## src/rtl/fetch_pkg.sv

```systemverilog
// Shared types and constants for the instruction fetch stage.
package fetch_pkg;

   typedef enum logic [2:0] {
      S_START  = 3'd0,
      S_FETCH  = 3'd1,
      S_DECODE = 3'd2,
      S_EXEC   = 3'd3,
      S_HALT   = 3'd4
   } fetch_state_t;

   // Fetch timeout: cycles allowed in S_FETCH without an ack
   localparam int          MEM_TIMEOUT = 16;
   localparam int          CNT_W       = 5;

   localparam logic [3:0]  OPC_BR      = 4'h0;
   localparam logic [3:0]  OPC_JMP     = 4'hC;
   localparam logic [3:0]  OPC_TRAP    = 4'hF;
   localparam logic [7:0]  HALT_VEC    = 8'h25;

   function automatic logic is_halt(input logic [15:0] instr);
      return (instr[15:12] == OPC_TRAP) && (instr[7:0] == HALT_VEC);
   endfunction

   function automatic logic is_branch_or_jump(input logic [15:0] instr);
      return (instr[15:12] == OPC_BR) || (instr[15:12] == OPC_JMP);
   endfunction

   // Control instructions are resolved locally and never sent downstream
   function automatic logic is_control(input logic [15:0] instr);
      return is_branch_or_jump(instr) || is_halt(instr);
   endfunction

endpackage

```

## src/rtl/branch_resolve.sv

```systemverilog
// Combinational PC steering for the execute step of BR and JMP.
// JMP loads the base register value; BR adds the signed offset when any
// selected condition code is set, otherwise holds the PC (offset 0).
module branch_resolve
   import fetch_pkg::*;
(
   input  logic [15:0] i_ir,
   input  logic [2:0]  i_nzp,
   input  logic [15:0] i_base_value,
   output logic        o_load_en,
   output logic [15:0] o_load_val,
   output logic        o_off_en,
   output logic [8:0]  o_offset
);

   logic w_is_jmp;
   logic w_is_br;
   logic w_taken;

   assign w_is_jmp = (i_ir[15:12] == OPC_JMP);
   assign w_is_br  = (i_ir[15:12] == OPC_BR);
   assign w_taken  = |(i_ir[11:9] & i_nzp);

   // Select load for JMP, otherwise offset mode (hold when not taken)
   always_comb begin
      o_load_en  = 1'b0;
      o_load_val = 16'h0000;
      o_off_en   = 1'b0;
      o_offset   = 9'h000;
      if (w_is_jmp) begin
         o_load_en  = 1'b1;
         o_load_val = i_base_value;
      end else begin
         o_off_en = 1'b1;
         if (w_is_br && w_taken) begin
            o_offset = i_ir[8:0];
         end
      end
   end

endmodule

```

## src/rtl/instruction_fetch_unit.sv

```systemverilog
// Fetch/sequencing stage: fetches instructions at the PC, hands non-control
// instructions downstream and resolves BR/JMP/HALT by steering the PC.
// The external PC increments every edge unless steered; "hold" means offset
// enable with a zero offset.
//
// Downstream handshake: o_instr_valid rises in S_DECODE for a non-control
// instruction and stays high, with o_instr_out unchanged, until a cycle in
// which i_instr_ready is also high; the transfer happens on that edge.
module instruction_fetch_unit
   import fetch_pkg::*;
(
   input  logic         i_clk,
   input  logic         i_rst_n,
   input  logic [15:0]  i_pc_value,
   output logic         o_pc_load_enable,
   output logic [15:0]  o_pc_load_value,
   output logic         o_pc_offset_enable,
   output logic [8:0]   o_pc_offset,
   output logic         o_mem_req,
   output logic [15:0]  o_mem_addr,
   input  logic         i_mem_ack,
   input  logic [15:0]  i_mem_rdata,
   output logic         o_instr_valid,
   output logic [15:0]  o_instr_out,
   input  logic         i_instr_ready,
   input  logic [2:0]   i_nzp,
   output logic [2:0]   o_base_reg,
   input  logic [15:0]  i_base_value,
   output logic         o_halted,
   output logic         o_fetch_error,
   output fetch_state_t o_state
);

   fetch_state_t     r_state;
   logic [15:0]      r_ir;
   logic [CNT_W-1:0] r_cnt;
   logic             r_halted;
   logic             r_fetch_error;

   logic             w_br_load_en;
   logic [15:0]      w_br_load_val;
   logic             w_br_off_en;
   logic [8:0]       w_br_offset;

   branch_resolve u_branch_resolve (
      .i_ir         (r_ir),
      .i_nzp        (i_nzp),
      .i_base_value (i_base_value),
      .o_load_en    (w_br_load_en),
      .o_load_val   (w_br_load_val),
      .o_off_en     (w_br_off_en),
      .o_offset     (w_br_offset)
   );

   // Sequencing FSM with instruction register, timeout counter and sticky flags
   always_ff @(posedge i_clk or negedge i_rst_n) begin
      if (!i_rst_n) begin
         r_state       <= S_START;
         r_ir          <= 16'h0000;
         r_cnt         <= '0;
         r_halted      <= 1'b0;
         r_fetch_error <= 1'b0;
      end else begin
         case (r_state)
            S_START: begin
               r_state <= S_FETCH;
            end
            S_FETCH: begin
               if (i_mem_ack) begin
                  r_ir    <= i_mem_rdata;
                  r_cnt   <= '0;
                  r_state <= S_DECODE;
               end else if (r_cnt == CNT_W'(MEM_TIMEOUT - 1)) begin
                  r_fetch_error <= 1'b1;
                  r_cnt         <= '0;
                  r_state       <= S_HALT;
               end else begin
                  r_cnt <= r_cnt + 1'b1;
               end
            end
            S_DECODE: begin
               if (is_halt(r_ir)) begin
                  r_halted <= 1'b1;
                  r_state  <= S_HALT;
               end else if (is_branch_or_jump(r_ir)) begin
                  r_state <= S_EXEC;
               end else if (i_instr_ready) begin
                  r_state <= S_FETCH;
               end
            end
            S_EXEC: begin
               r_state <= S_FETCH;
            end
            S_HALT: begin
               r_state <= S_HALT;
            end
            default: begin
               r_state <= S_HALT;
            end
         endcase
      end
   end

   // PC steering, memory request and downstream valid decoded from state and IR
   always_comb begin
      o_pc_load_enable   = 1'b0;
      o_pc_load_value    = 16'h0000;
      o_pc_offset_enable = 1'b0;
      o_pc_offset        = 9'h000;
      o_mem_req          = 1'b0;
      o_instr_valid      = 1'b0;
      case (r_state)
         S_START: begin
            o_pc_offset_enable = 1'b1;
         end
         S_FETCH: begin
            o_mem_req          = 1'b1;
            o_pc_offset_enable = 1'b1;
         end
         S_DECODE: begin
            if (is_halt(r_ir)) begin
               o_pc_offset_enable = 1'b1;
            end else if (!is_control(r_ir)) begin
               o_instr_valid = 1'b1;
               // Stall holds the PC; acceptance lets it increment
               o_pc_offset_enable = !i_instr_ready;
            end
         end
         S_EXEC: begin
            o_pc_load_enable   = w_br_load_en;
            o_pc_load_value    = w_br_load_val;
            o_pc_offset_enable = w_br_off_en;
            o_pc_offset        = w_br_offset;
         end
         default: begin
            o_pc_offset_enable = 1'b1;
         end
      endcase
   end

   assign o_mem_addr    = i_pc_value;
   assign o_instr_out   = r_ir;
   assign o_base_reg    = r_ir[8:6];
   assign o_halted      = r_halted;
   assign o_fetch_error = r_fetch_error;
   assign o_state       = r_state;

endmodule

```

## config.mk

```make
export PLATFORM = sky130hd
export DESIGN_NAME = instruction_fetch_unit
export DESIGN_NICKNAME = d
export VERILOG_FILES = /design/src/rtl/fetch_pkg.sv /design/src/rtl/branch_resolve.sv /design/src/rtl/instruction_fetch_unit.sv
export SDC_FILE = /design/constraint.sdc
export NUM_CORES = 1
export LEC_CHECK = 0
export BUFFER_PORTS_ARGS = -buffer_cell sky130_fd_sc_hd__buf_4
export CAP_MARGIN = 20
export CORE_MARGIN = 3
export CORE_UTILIZATION = 36
export DETAILED_ROUTE_END_ITERATION = 10
export GPL_TIMING_DRIVEN = 0
export PLACE_DENSITY = 0.77
export SYNTH_ARGS = -nofsm -noshare
export SYNTH_HDL_FRONTEND = slang
export SYNTH_SLANG_ARGS = --single-unit
```

## constraint.sdc

```tcl
create_clock -name i_clk -period 1.72 [get_ports i_clk]
set_clock_uncertainty 0.1 [all_clocks]
set_input_delay 0.344 -clock i_clk [delete_from_list [all_inputs] [get_ports i_clk]]
set_output_delay 0.344 -clock i_clk [all_outputs]
set_load 0.05 [all_outputs]
```

After elaboration in Yosys (flattened, before gate mapping)
Index checks and enable logic that the tools add are counted.

storage, ports and cells
  bits in registers = 26
  input bits = 55
  logic and storage cells = 53

operators by class
  $add $sub $neg = 1
  eq/ne operators = 9
  muxes and demuxes = 23
  bitwise logic cells = 2
  reduce and logical (&&, ||, !) cells = 13

operator list
  cell                                                 count
  two-way mux 16 bit                                   2
  two-way mux 9 bit                                    3
  two-way mux 3 bit                                    5
  two-way mux 5 bit                                    2
  two-way mux 1 bit                                    9
  case mux 3 bit (3 select lines)                      1
  equality test 4 bit, second input constant           2
  equality test 8 x 6 -> 1 bit, second input constant  1
  equality test 3 x 2 -> 1 bit, second input constant  2
  AND reduction 2 bit                                  3
  adder 5 x 1 -> 5 bit, second input constant          1
  equality test 5 x 4 -> 1 bit, second input constant  1
  logical NOT 4 bit                                    1
  != test 4 bit, second input constant                 1
  bitwise AND 3 bit                                    1
  equality test 3 x 1 -> 1 bit, second input constant  1
  logical NOT 3 bit                                    1
  != test 3 bit, second input constant                 1
  AND reduction 3 bit                                  1
  OR reduction 3 bit                                   1
  logical AND 1 bit                                    2
  logical OR 1 bit                                     2
  case mux 1 bit (2 select lines)                      1
  OR reduction 2 bit                                   1
  2 further kinds                                      2

Longest topological paths before layout
Gate-level depths: netlist (run 1).

  word-level depth = 6
  gate-level depth with buffers = 5

Cells and area by module
A second synthesis (run 1) with hierarchy kept.

unflattened totals
  cell total of the unflattened synthesis = 168
  area, all modules = 1,831.8 sq um

modules (own cells, without submodules)
  module                  times used  cells an instance  area each (sq um)  sequential area each (sq um)
  instruction_fetch_unit  1           136                1,556.5            650.6
  branch_resolve          1           32                 275.3              0.0

Least setup slack after synthesis (run 1)
Ideal clock, no wire load.

  path kind = flip-flop to output port
  start point = register r_state[1] (netlist: o_state[1])
  end point = output port o_instr_valid
  arrival time = 2,537 ps
  data required time = 1,276 ps
  slack = -1,261 ps
  cell stages (with the launch flop) = 4
  path buffers = 0
  cells stage by stage = dfrtp_1 or3b_2 a31oi_1 a21boi_0

on the way
  cells in the longest elaborated chain, start to end = 2

RTL lines
  item                          RTL line                       source
  start, declared               instruction_fetch_unit.sv:34   fetch_state_t r_state;
  start signal, assigned        instruction_fetch_unit.sv:58   r_state <= S_START;
  start signal, assigned        instruction_fetch_unit.sv:66   r_state <= S_FETCH;
  start signal, assigned        instruction_fetch_unit.sv:72   r_state <= S_DECODE;
  equality test 3 x 2 -> 1 bit  instruction_fetch_unit.sv:112  case (r_state)
  two-way mux 1 bit             instruction_fetch_unit.sv:112
  end, declared                 instruction_fetch_unit.sv:23   output logic o_instr_valid,

Every way passes these cells.

Worst setup path in the final report (run 1)
  start point = register r_ir[12] (netlist: o_instr_out[12])
  end point = output port o_pc_offset[1]

on the way
  cells in the longest elaborated chain, start to end = 5

RTL lines
  item                    RTL line                       source
  start, declared         instruction_fetch_unit.sv:35   logic [15:0] r_ir;
  start signal, assigned  instruction_fetch_unit.sv:70   r_ir <= i_mem_rdata;
  logical NOT 4 bit       branch_resolve.sv:21           assign w_is_br = (i_ir[15:12] == OPC_BR);
  logical AND 1 bit       branch_resolve.sv:35           if (w_is_br && w_taken) begin
  two-way mux 9 bit       branch_resolve.sv:35
  two-way mux 9 bit (*)   branch_resolve.sv:30           if (w_is_jmp) begin
  two-way mux 9 bit (*)   instruction_fetch_unit.sv:112
  end, declared           instruction_fetch_unit.sv:18   output logic [8:0] o_pc_offset,

Every way passes the cells marked *; elsewhere a longest branch is shown, timed or not.

==> metrics.yaml, run 1 <==
routing:
  drc_errors: 0
  finalWirelength_um: 4990
  via_count: 1528
  drt_iter0_markers: 60
  dr.pass1.iters: 4
  vias_per_cell: 4.78
  wire_per_inst_um: 15.6
  drtAntennaViolNets: 0
cells_and_area:
  syn2layout_area_growth_pct: 93.5
  drive_gt1_frac: 0.804
  antenna_cells: 0
  nets: 327
  layoutNonFillerInstCount: 320
synth:
  synth_area_leader_cell: "dfrtp_1"
  syn_area_per_cell_um2: 11.2
  async_reset_ff_frac: 1.00
  synth-main-ff-cell: "dfrtp_1"
  synth_warnings: 0
  synth_fp_nets: 199
  ys_seq_area_frac: 0.408
  ys_seq_elements: 26
  synth_area_leaders: "dfrtp_1, and2_1, mux2_4"
  yosysUniqueCellTypes: 42
  synth_edf_count: 0
  synth_top_cell_area_share: 0.408
  syn_inst: 143
  synth.cell_area_um2: 1600
timing:
  period_share: 1.27
  grt_setup_unrepaired: "true"
  tightest_slew_ns: 0.352
  slew_violations: 0
  period_minus_slack_ns: 2.19
  slew_headroom: 0.765
  hold_violations: 0
  finalSetupViolCount: 45
  fin_ws_ns: -0.467
  fmax_mhz: 457
grt:
  antenna_found_initial: 0
  grt.total_usage: 0.182
  grt_pass1_wl_um: 7620
  grt-ovfl-total: 0
  grt_pass1_vias: 1610
  grt_max_degree: 27
hold_path:
  hold_start: "i_mem_ack"
  whs_endpoint: "r_cnt[2]"
  hp-class: "in2reg"
  hold_depth: 2
run_status:
  violations: "negative setup slack"
  status: "complete, but fails checks"
clock_tree:
  root_buffer: "clkbuf_8"
  cts_buffer_depth: 2
  cts_tree: "done"
  cts_buffers: 3
  clkSinkCount: 26
  htree_levels: 1
  path_clk_slew_ns: 0.08
  clkLatencyLatePin_ns: 0.27
power_and_ir_drop:
  ir_drop_mv: 1.29
  p_sw_frac: 0.483
  p_per_area_nw_per_um2: 1400
  p_int_uw: 2240
  leakage_uw: 0.00151
  p_sw_uw: 2090
  power_uw: 4320
  comb_power_share: 0.617
  p_seq_frac: 0.294
  clockPowerShare: 0.089
placement:
  dp_hpwl_um: 3610
  pre_cts_slack_ns: -0.333
  port_buffers: 107
  dp.cells: 300
  globalplace.congestion: 0.813
floorplanning:
  dieHeight_um: 72.6
  fp.dieW_um: 72.6
  rows: 23
  core-area_um2: 4140
  die-area_um2: 5270
  initial_core_util: 0.385
  io-pin-count: 124
setup_path:
  worst_ep_required_time_ns: 1.28
  r2r-start: "o_state[2]"
  crit_fanout: 9
  worstPathArrival_ns: 1.74
  rrSetupSlack_ns: -0.16
  ff2ff_path_depth: 6
  cp-end-kind: "output pin"
  start_kind: "flip-flop"
  path_class: "reg2out"
  r2r-end: "o_instr_out[15]"
run:
  maxCapViolCount: 0
## logic make-up (layout without fill, tap and decap cells)
group,count (synthesis),after routing,synth area share
AO/OA/AOI/OAI,18,18,0.0799
XOR/XNOR,1,1,0.00549
adder cells (fa/ha/maj),1,1,0.00784
buffers and inverters,24,151,0.117
flip-flops,26,26,0.408
multiplexers,17,17,0.143
AND/OR/NAND/NOR,56,56,0.240
## cell type report
class                   instances  area [um2]
plain buffers                  21         174
clock buffers                   4        55.1
fillers                       285        1050
inverters                       2        11.3
multi-input cells              93         942
flip-flops and latches         26         664
well taps                      50        62.6
repair buffers                124        1180
## routing by layer
metal | track usage | wire [um]
met1 | 0.233 | 1960
met2 | 0.304 | 2630
met3 | 0.0496 | 332
met4 | 0.0492 | 70
met5 | 0 | 0
## metrics by stage
step | setup TNS (ns) | cell area [um2] | utilization | hold slack [ns]
final | -13.13 | 3090 | 0.745 | 0.191
after global routing | -16.11 | 3090 | 0.745 | 0.179
after CTS | -16.00 | 3080 | 0.744 | 0.184
after detailed placement | -8.84 | 2630 | 0.634 | 0.175
after global placement | -8.69 | 2630 | 0.634 | 0.173
after floorplan | -7.47 | 1760 | - | -0.0516
## power by group through the flow
stage | registers [uW] | logic (uW) | clock network (uW)
after floorplan | 1980 | 1010 | 0
after global placement | 1260 | 2420 | 0
after detailed placement | 1270 | 2430 | 0
after CTS | 1250 | 2650 | 404
after global routing | 1310 | 2770 | 432
final | 1270 | 2670 | 386
## sequential cells by signal, summed over array words and instances (netlist names)
signal	count
r_cnt	5
o_halted	1
o_fetch_error	1
o_instr_out	16
o_state	3
## layout by cell type (no fill, tap or decap), types with 2 or more instances in the layout
| cell type | netlist | final |
|---|---|---|
| buf_4 | 19 | 107 |
| buf_8 | 0 | 26 |
| and2_4 | 0 | 24 |
| mux2_4 | 10 | 16 |
| dfrtp_1 | 26 | 15 |
| dfrtp_2 | 0 | 11 |
| buf_6 | 1 | 8 |
| nand2_1 | 7 | 7 |
| nand3_1 | 4 | 4 |
| clkbuf_8 | 0 | 4 |
| buf_12 | 1 | 3 |
| o21ai_0 | 3 | 3 |
| or3b_4 | 0 | 2 |
| nor4bb_4 | 0 | 2 |
| nor2b_1 | 2 | 2 |
| a21oi_1 | 2 | 2 |
## what timing repair did
action	CTS	global route
buffers inserted	14	2
pin swaps	11	8
endpoints found under the hold margin	26	0
hold buffers	1	0
resized for setup	66	7
gates cloned	1	0
endpoints found under the setup margin	43	49
## how the worst max path moves through the flow
stage,start,to,slack (ns),cells after the start
2_1_floorplan,o_state[1],o_instr_valid,-0.29,3
3_3_place_gp,o_state[2],o_pc_load_value[10],-0.32,5
3_5_place_dp,o_state[2],o_pc_load_value[8],-0.33,5
4_1_cts,o_state[2],o_pc_load_value[4],-0.48,5
5_1_grt,o_instr_out[9],o_pc_offset[1],-0.53,4
6_report,o_instr_out[12],o_pc_offset[1],-0.47,4
## cell usage after synthesis (all sizes together), types with 2 or more instances
cell    count
nor2        3
buf        22
dfrtp      26
inv         2
a31oi       2
a211oi      2
or3b        2
o21bai      2
mux2       16
o21ai       3
nand2       7
a21oi       2
a21boi      2
and2       25
nor2b       2
nor4bb      2
nand3       4
## critical path, stage by stage, from the launching register on
cell,delay [ns]
dfrtp_2,0.46
nor2_2,0.31
and4bb_4,0.37
and2_2,0.17
buf_6,0.15
No activity file was read; power rests on OpenSTA's default activity.
==> run 2: changes to the inputs <==
PLACE_DENSITY = 0.76   (was 0.77)
==> run 2 against run 1 <==
The run still ends with negative setup slack left. Combinational power up 1%. Worst setup slack lost 0.020 ns. Worst hold slack worse by 0.015 ns. Wire length grew 8.6%. Count of clock-buffer cells in the layout unchanged. Flip-flop and latch count is the same. Sequential power is essentially flat. Cell count grew 0.94%. Via count grew 5.1%. Power is 0.65% higher. Global-route usage rose by 1.1 points.
==> metrics.yaml, run 2 (synthesized netlist as in run 1, its figures left out) <==
run_status:
  status: "complete, but fails checks"  # unchanged
  violations: "negative setup slack"  # unchanged
timing:
  fin_ws_ns: -0.488  # was -0.467 ns
  period_share: 1.28  # was 1.27
  slew_headroom: 0.721  # was 0.765
  fmax_mhz: 453  # was 457 MHz
  finalSetupViolCount: 50  # was 45
  slew_violations: 0  # unchanged
  whs_ns: 0.176  # was 0.191 ns
  tightest_slew_ns: 0.418  # was 0.352 ns
  period_minus_slack_ns: 2.21  # was 2.19 ns
  grt_setup_unrepaired: "true"  # unchanged
  hold_violations: 0  # unchanged
grt:
  grt_pass1_wl_um: 8070  # was 7620 um
  grt_max_degree: 27  # unchanged
  antenna_found_initial: 0  # unchanged
  grt-ovfl-total: 0  # unchanged
  grt_pass1_vias: 1656  # was 1,610
  grt.total_usage: 0.194  # was 0.182
clock_tree:
  clkLatencyLatePin_ns: 0.27  # about the same
  htree_levels: 1  # unchanged
  cts_tree: "done"  # unchanged
  clkSinkCount: 26  # unchanged
  root_buffer: "clkbuf_8"  # unchanged
  cts_buffers: 3  # unchanged
  path_clk_slew_ns: 0.09  # was 0.08 ns
  cts_buffer_depth: 2  # unchanged
setup_path:
  worstPathArrival_ns: 1.76  # was 1.74 ns
  crit_start: "o_state[2]"  # was o_instr_out[12]
  cp_slowest_cell: "dfrtp_2"  # unchanged
  crit_family: "simple AND/OR/NAND/NOR gates"  # unchanged
  start_kind: "flip-flop"  # unchanged
  critPathMaxStageDelay_ns: 0.44  # was 0.46 ns
  worst-path-buf-inv: 3  # was 1
  worst_ep_required_time_ns: 1.28  # about the same
  path_class: "reg2out"  # unchanged
  r2r-start: "o_state[2]"  # unchanged
  crit_fanout: 5  # was 9
  cp-end-kind: "output pin"  # unchanged
  path_cells: "nand3b_1 -> nor4_4 -> buf_6 -> clkbuf_16 -> and2_4 -> buf_8"  # was nor2_2 -> and4bb_4 -> and2_2 -> buf_6
placement:
  dp_hpwl_um: 3570  # was 3610 um
  globalplace.congestion: 0.844  # was 0.813
  port_buffers: 107  # unchanged
power_and_ir_drop:
  p_per_area_nw_per_um2: 1370  # was 1400 nW/um2
  leakage_uw: 0.00154  # was 0.00151 uW
  ir_drop_mv: 1.21  # was 1.29 mV
cells_and_area:
  antenna_cells: 0  # unchanged
  largest_reg_flops: 16  # unchanged
  final_common_cell: "buf_4"  # unchanged
  fin_util: 0.764  # was 0.745
  multiInputGateArea_um2: 963  # was 942 um2
  final_cell_mix: "buf_4, buf_8, and2_4, mux2_4, dfrtp_1"  # unchanged
  drive_gt1_frac: 0.817  # was 0.804
  syn2layout_area_growth_pct: 98.4  # was 93.5%
  nets: 330  # was 327
  nFillCells: 283  # was 285
  seq_area_um2: 664  # unchanged
floorplanning:
  die-area_um2: 5270  # unchanged
  rows: 23  # unchanged
  io-pin-count: 124  # unchanged
  dieHeight_um: 72.6  # unchanged
  initial_core_util: 0.385  # unchanged
  core-area_um2: 4140  # unchanged
  fp.dieW_um: 72.6  # unchanged
hold_path:
  hp-class: "in2reg"  # unchanged
  hold_start: "i_mem_ack"  # unchanged
routing:
  wl_met2_um: 2920  # was 2630 um
  dr.pass1.iters: 4  # unchanged
  wire_per_inst_um: 16.8  # was 15.6 um
  vias_per_cell: 4.97  # was 4.78
  drtAntennaViolNets: 0  # unchanged
  drt_iter0_markers: 76  # was 60
  drc_errors: 0  # unchanged
  routed.top_layer: "met4"  # unchanged
  finalWirelength_um: 5420  # was 4990 um
  met1_length_um: 2020  # was 1960 um
  via_count: 1606  # was 1,528
  wl_met3_um: 434  # was 332 um
run:
  maxCapViolCount: 0  # unchanged
[run 2: power by group]
group | internal, uW | switching, uW | leakage [uW] | total, uW
logic | 1150 | 1560 | 0.00122 | 2710
registers | 898 | 385 | 0.000303 | 1280
clock network | 166 | 194 | 0.0000228 | 360
total | 2210 | 2140 | 0.00154 | 4350
[run 2: per-stage QoR]
stage / total power (uW) / instances / setup TNS (ns) / setup slack, ns / instance area, um2
3_5_place_dp: 3710 / 300 / -8.87 / -0.342 / 2630
3_3_place_gp: 3670 / 300 / -8.55 / -0.316 / 2630
5_1_grt: 4560 / 323 / -20.64 / -0.547 / 3170
4_1_cts: 4240 / 319 / -18.68 / -0.523 / 3050
2_1_floorplan: 2990 / 143 / -7.47 / -0.286 / 1760
6_report: 4350 / 323 / -17.72 / -0.488 / 3170
[run 2: worst paths after layout]
path / end / slack, ns / cells after the start
max reg2reg: o_instr_out[12] / -0.32 / 7
min reg2reg: o_fetch_error / 0.38 / 1
max in group asynchronous: o_instr_out[14] / 0.83 / 2
min in group asynchronous: o_instr_out[7] / 0.41 / 2
max: o_pc_load_value[13] / -0.49 / 6
min: r_cnt[2] / 0.18 / 2
[run 2: routing by layer]
metal / GRT usage / up-vias
met2: 0.332 / 79
met3: 0.0565 / 4
met1: 0.242 / 782
met4: 0.0410 / 0
li1: - / 741
met5: 0 / -
[run 2: timing repair]
| item | in CTS | in global routing |
|---|---|---|
| pin swaps | 8 | 17 |
| setup endpoints to repair | 41 | 52 |
| endpoints found under the hold margin | 26 | 0 |
| gates resized for setup | 67 | 19 |
| cloned | 1 | 1 |
| hold buffers | 1 | 0 |
| buffers inserted | 13 | 5 |
[run 2: area by class of cell]
type,count,area share
multi-input combinational,93,0.304
clock buffer,4,0.0142
tap,50,0.0197
buffer,22,0.0596
sequential,26,0.210
inverter,2,0.00355
timing repair buffer,126,0.389
==> run 3: changes to the inputs <==
CAP_MARGIN = unset   (was 20)
CORE_UTILIZATION = 40   (was 36)
PLACE_DENSITY = 0.8   (was 0.76)
clock period = 2.1 ns   (was 1.72 ns; I/O delays follow)
==> run 3 against run 2 <==
The run still ends with negative setup slack left. Die area fell by 9.2%. Worst setup slack improved by 0.31 ns. Non-clock buffer count fell by 3. Critical path depth fell by 2. First-iteration DRC count fell by 66%. Flip-flop and latch count did not move. Utilization rose by 4.2 points. Wire length fell by 0.11%. Clock power rose by 15%. Critical endpoint is now o_instr_valid.
==> metrics.yaml, run 3 (synthesized netlist as in run 1, its figures left out) <==
floorplanning:
  io-pin-count: 124  # unchanged
  dieHeight_um: 69.2  # was 72.6 um
  die-area_um2: 4790  # was 5270 um2
  rows: 22  # was 23
  fp.dieW_um: 69.2  # was 72.6 um
  initial_core_util: 0.426  # was 0.385
  core-area_um2: 3740  # was 4140 um2
setup_path:
  start_kind: "flip-flop"  # unchanged
  worst-path-buf-inv: 1  # was 3
  cp-end-kind: "output pin"  # unchanged
  cp_slowest_cell: "or3b_4"  # was dfrtp_2
  worst_ep_required_time_ns: 1.58  # was 1.28 ns
  crit_family: "simple AND/OR/NAND/NOR gates"  # unchanged
  path_cells: "or3b_4 -> a31oi_4 -> a21boi_4 -> buf_8"  # was nand3b_1 -> nor4_4 -> buf_6 -> clkbuf_16 -> and2_4 -> buf_8
  crit_fanout: 4  # was 5
  path_class: "reg2out"  # unchanged
  worstPathArrival_ns: 1.76  # about the same
  critPathMaxStageDelay_ns: 0.45  # was 0.44 ns
run:
  maxCapViolCount: 0  # unchanged
cells_and_area:
  antenna_cells: 0  # unchanged
  nets: 327  # was 330
  largest_reg_flops: 16  # unchanged
  syn2layout_area_growth_pct: 89.1  # was 98.4%
  drive_gt1_frac: 0.778  # was 0.817
  final_cell_mix: "buf_4, dfrtp_1, buf_8, and2_4, buf_6"  # was buf_4, buf_8, and2_4, mux2_4, dfrtp_1
  final_common_cell: "buf_4"  # unchanged
timing:
  hold_violations: 0  # unchanged
  tightest_slew_ns: 0.527  # was 0.418 ns
  fin_ws_ns: -0.178  # was -0.488 ns
  whs_ns: 0.252  # was 0.176 ns
  slew_headroom: 0.646  # was 0.721
  grt_setup_unrepaired: "true"  # unchanged
  finalSetupViolCount: 29  # was 50
  period_share: 1.08
  period_minus_slack_ns: 2.28
  slew_violations: 0  # unchanged
  fmax_mhz: 439
power_and_ir_drop:
  p_per_area_nw_per_um2: 1190  # was 1370 nW/um2
  ir_drop_mv: 1.12  # was 1.21 mV
  power_uw: 3600  # was 4350 uW
  leakage_uw: 0.00150  # was 0.00154 uW
clock_tree:
  path_clk_slew_ns: 0.09  # about the same
  root_buffer: "clkbuf_8"  # unchanged
  cts_buffer_depth: 2  # unchanged
  htree_levels: 1  # unchanged
  cts_buffers: 3  # unchanged
  clkLatencyLatePin_ns: 0.27  # about the same
  cts_tree: "done"  # unchanged
  clkSinkCount: 26  # unchanged
run_status:
  status: "complete, but fails checks"  # unchanged
  violations: "negative setup slack"  # unchanged
routing:
  via_count: 1595  # was 1,606
  dr.pass1.iters: 4  # unchanged
  drc_errors: 0  # unchanged
  vias_per_cell: 5.02  # was 4.97
  wire_per_inst_um: 17.0  # was 16.8 um
  drt_iter0_markers: 26  # was 76
  drtAntennaViolNets: 0  # unchanged
  finalWirelength_um: 5410  # was 5420 um
hold_path:
  hp-class: "in2reg"  # unchanged
grt:
  grt_pass1_wl_um: 8010  # was 8070 um
  antenna_found_initial: 0  # unchanged
  grt.total_usage: 0.204  # was 0.194
  grt-ovfl-total: 0  # unchanged
  grt_pass1_vias: 1645  # was 1,656
  grt_max_degree: 27  # unchanged
placement:
  dp_hpwl_um: 3660  # was 3570 um
  port_buffers: 107  # unchanged
  globalplace.congestion: 0.744  # was 0.844
[run 3: final timing paths]
kind,start,end,slack (ns),cells after the start
worst max-delay path,o_state[2],o_instr_valid,-0.18,4
worst min-delay path,i_mem_ack,r_cnt[2],0.25,2
worst max register to register,o_state[2],o_instr_out[12],0.06,7
worst min register to register,o_fetch_error,o_fetch_error,0.38,1
max in group asynchronous,i_rst_n,o_instr_out[15],1.14,2
min in group asynchronous,i_rst_n,o_instr_out[0],0.49,2
[run 3: layout make-up]
| class | instances | area (um2) |
|---|---|---|
| multi-input cells | 93 | 900 |
| fillers | 258 | 724 |
| clock buffers | 3 | 41.3 |
| well taps | 48 | 60.1 |
| flip-flops and latches | 26 | 658 |
| clock inverters | 1 | 30.0 |
| repair buffers | 123 | 1130 |
| plain buffers | 22 | 185 |
| inverters | 2 | 10.0 |
[run 3: per-layer routing]
| metal | share of wire | wire length [um] | GRT usage |
|---|---|---|---|
| met3 | 0.079 | 429 | 0.0594 |
| met5 | 0 | 0 | 0 |
| met4 | 0.018 | 97 | 0.0434 |
| met1 | 0.34 | 1850 | 0.229 |
| met2 | 0.56 | 3040 | 0.379 |
[run 3: where the power goes]
| part | internal [uW] | switching [uW] |
|---|---|---|
| registers | 726 | 308 |
| clock network | 255 | 160 |
| logic | 881 | 1270 |
[run 3: what timing repair did]
action | 4_1_cts | 5_1_grt
hold buffers | 1 | 0
buffers inserted | 9 | 5
hold endpoints to repair | 26 | 0
cloned | 1 | 0
resized for setup | 55 | 10
pin swaps | 14 | 10
endpoints found under the setup margin | 29 | 39
[run 3: through the flow]
step,worst slack (ns),setup TNS [ns],instances,util,cell area (um2)
floorplan,-0.0807,-0.101,143,-,1710
global placement,-0.109,-0.659,298,0.687,2570
detailed placement,-0.119,-0.166,298,0.687,2570
CTS,-0.196,-4.27,313,0.783,2930
global route,-0.254,-6.20,318,0.806,3020
finish,-0.178,-2.95,318,0.806,3020
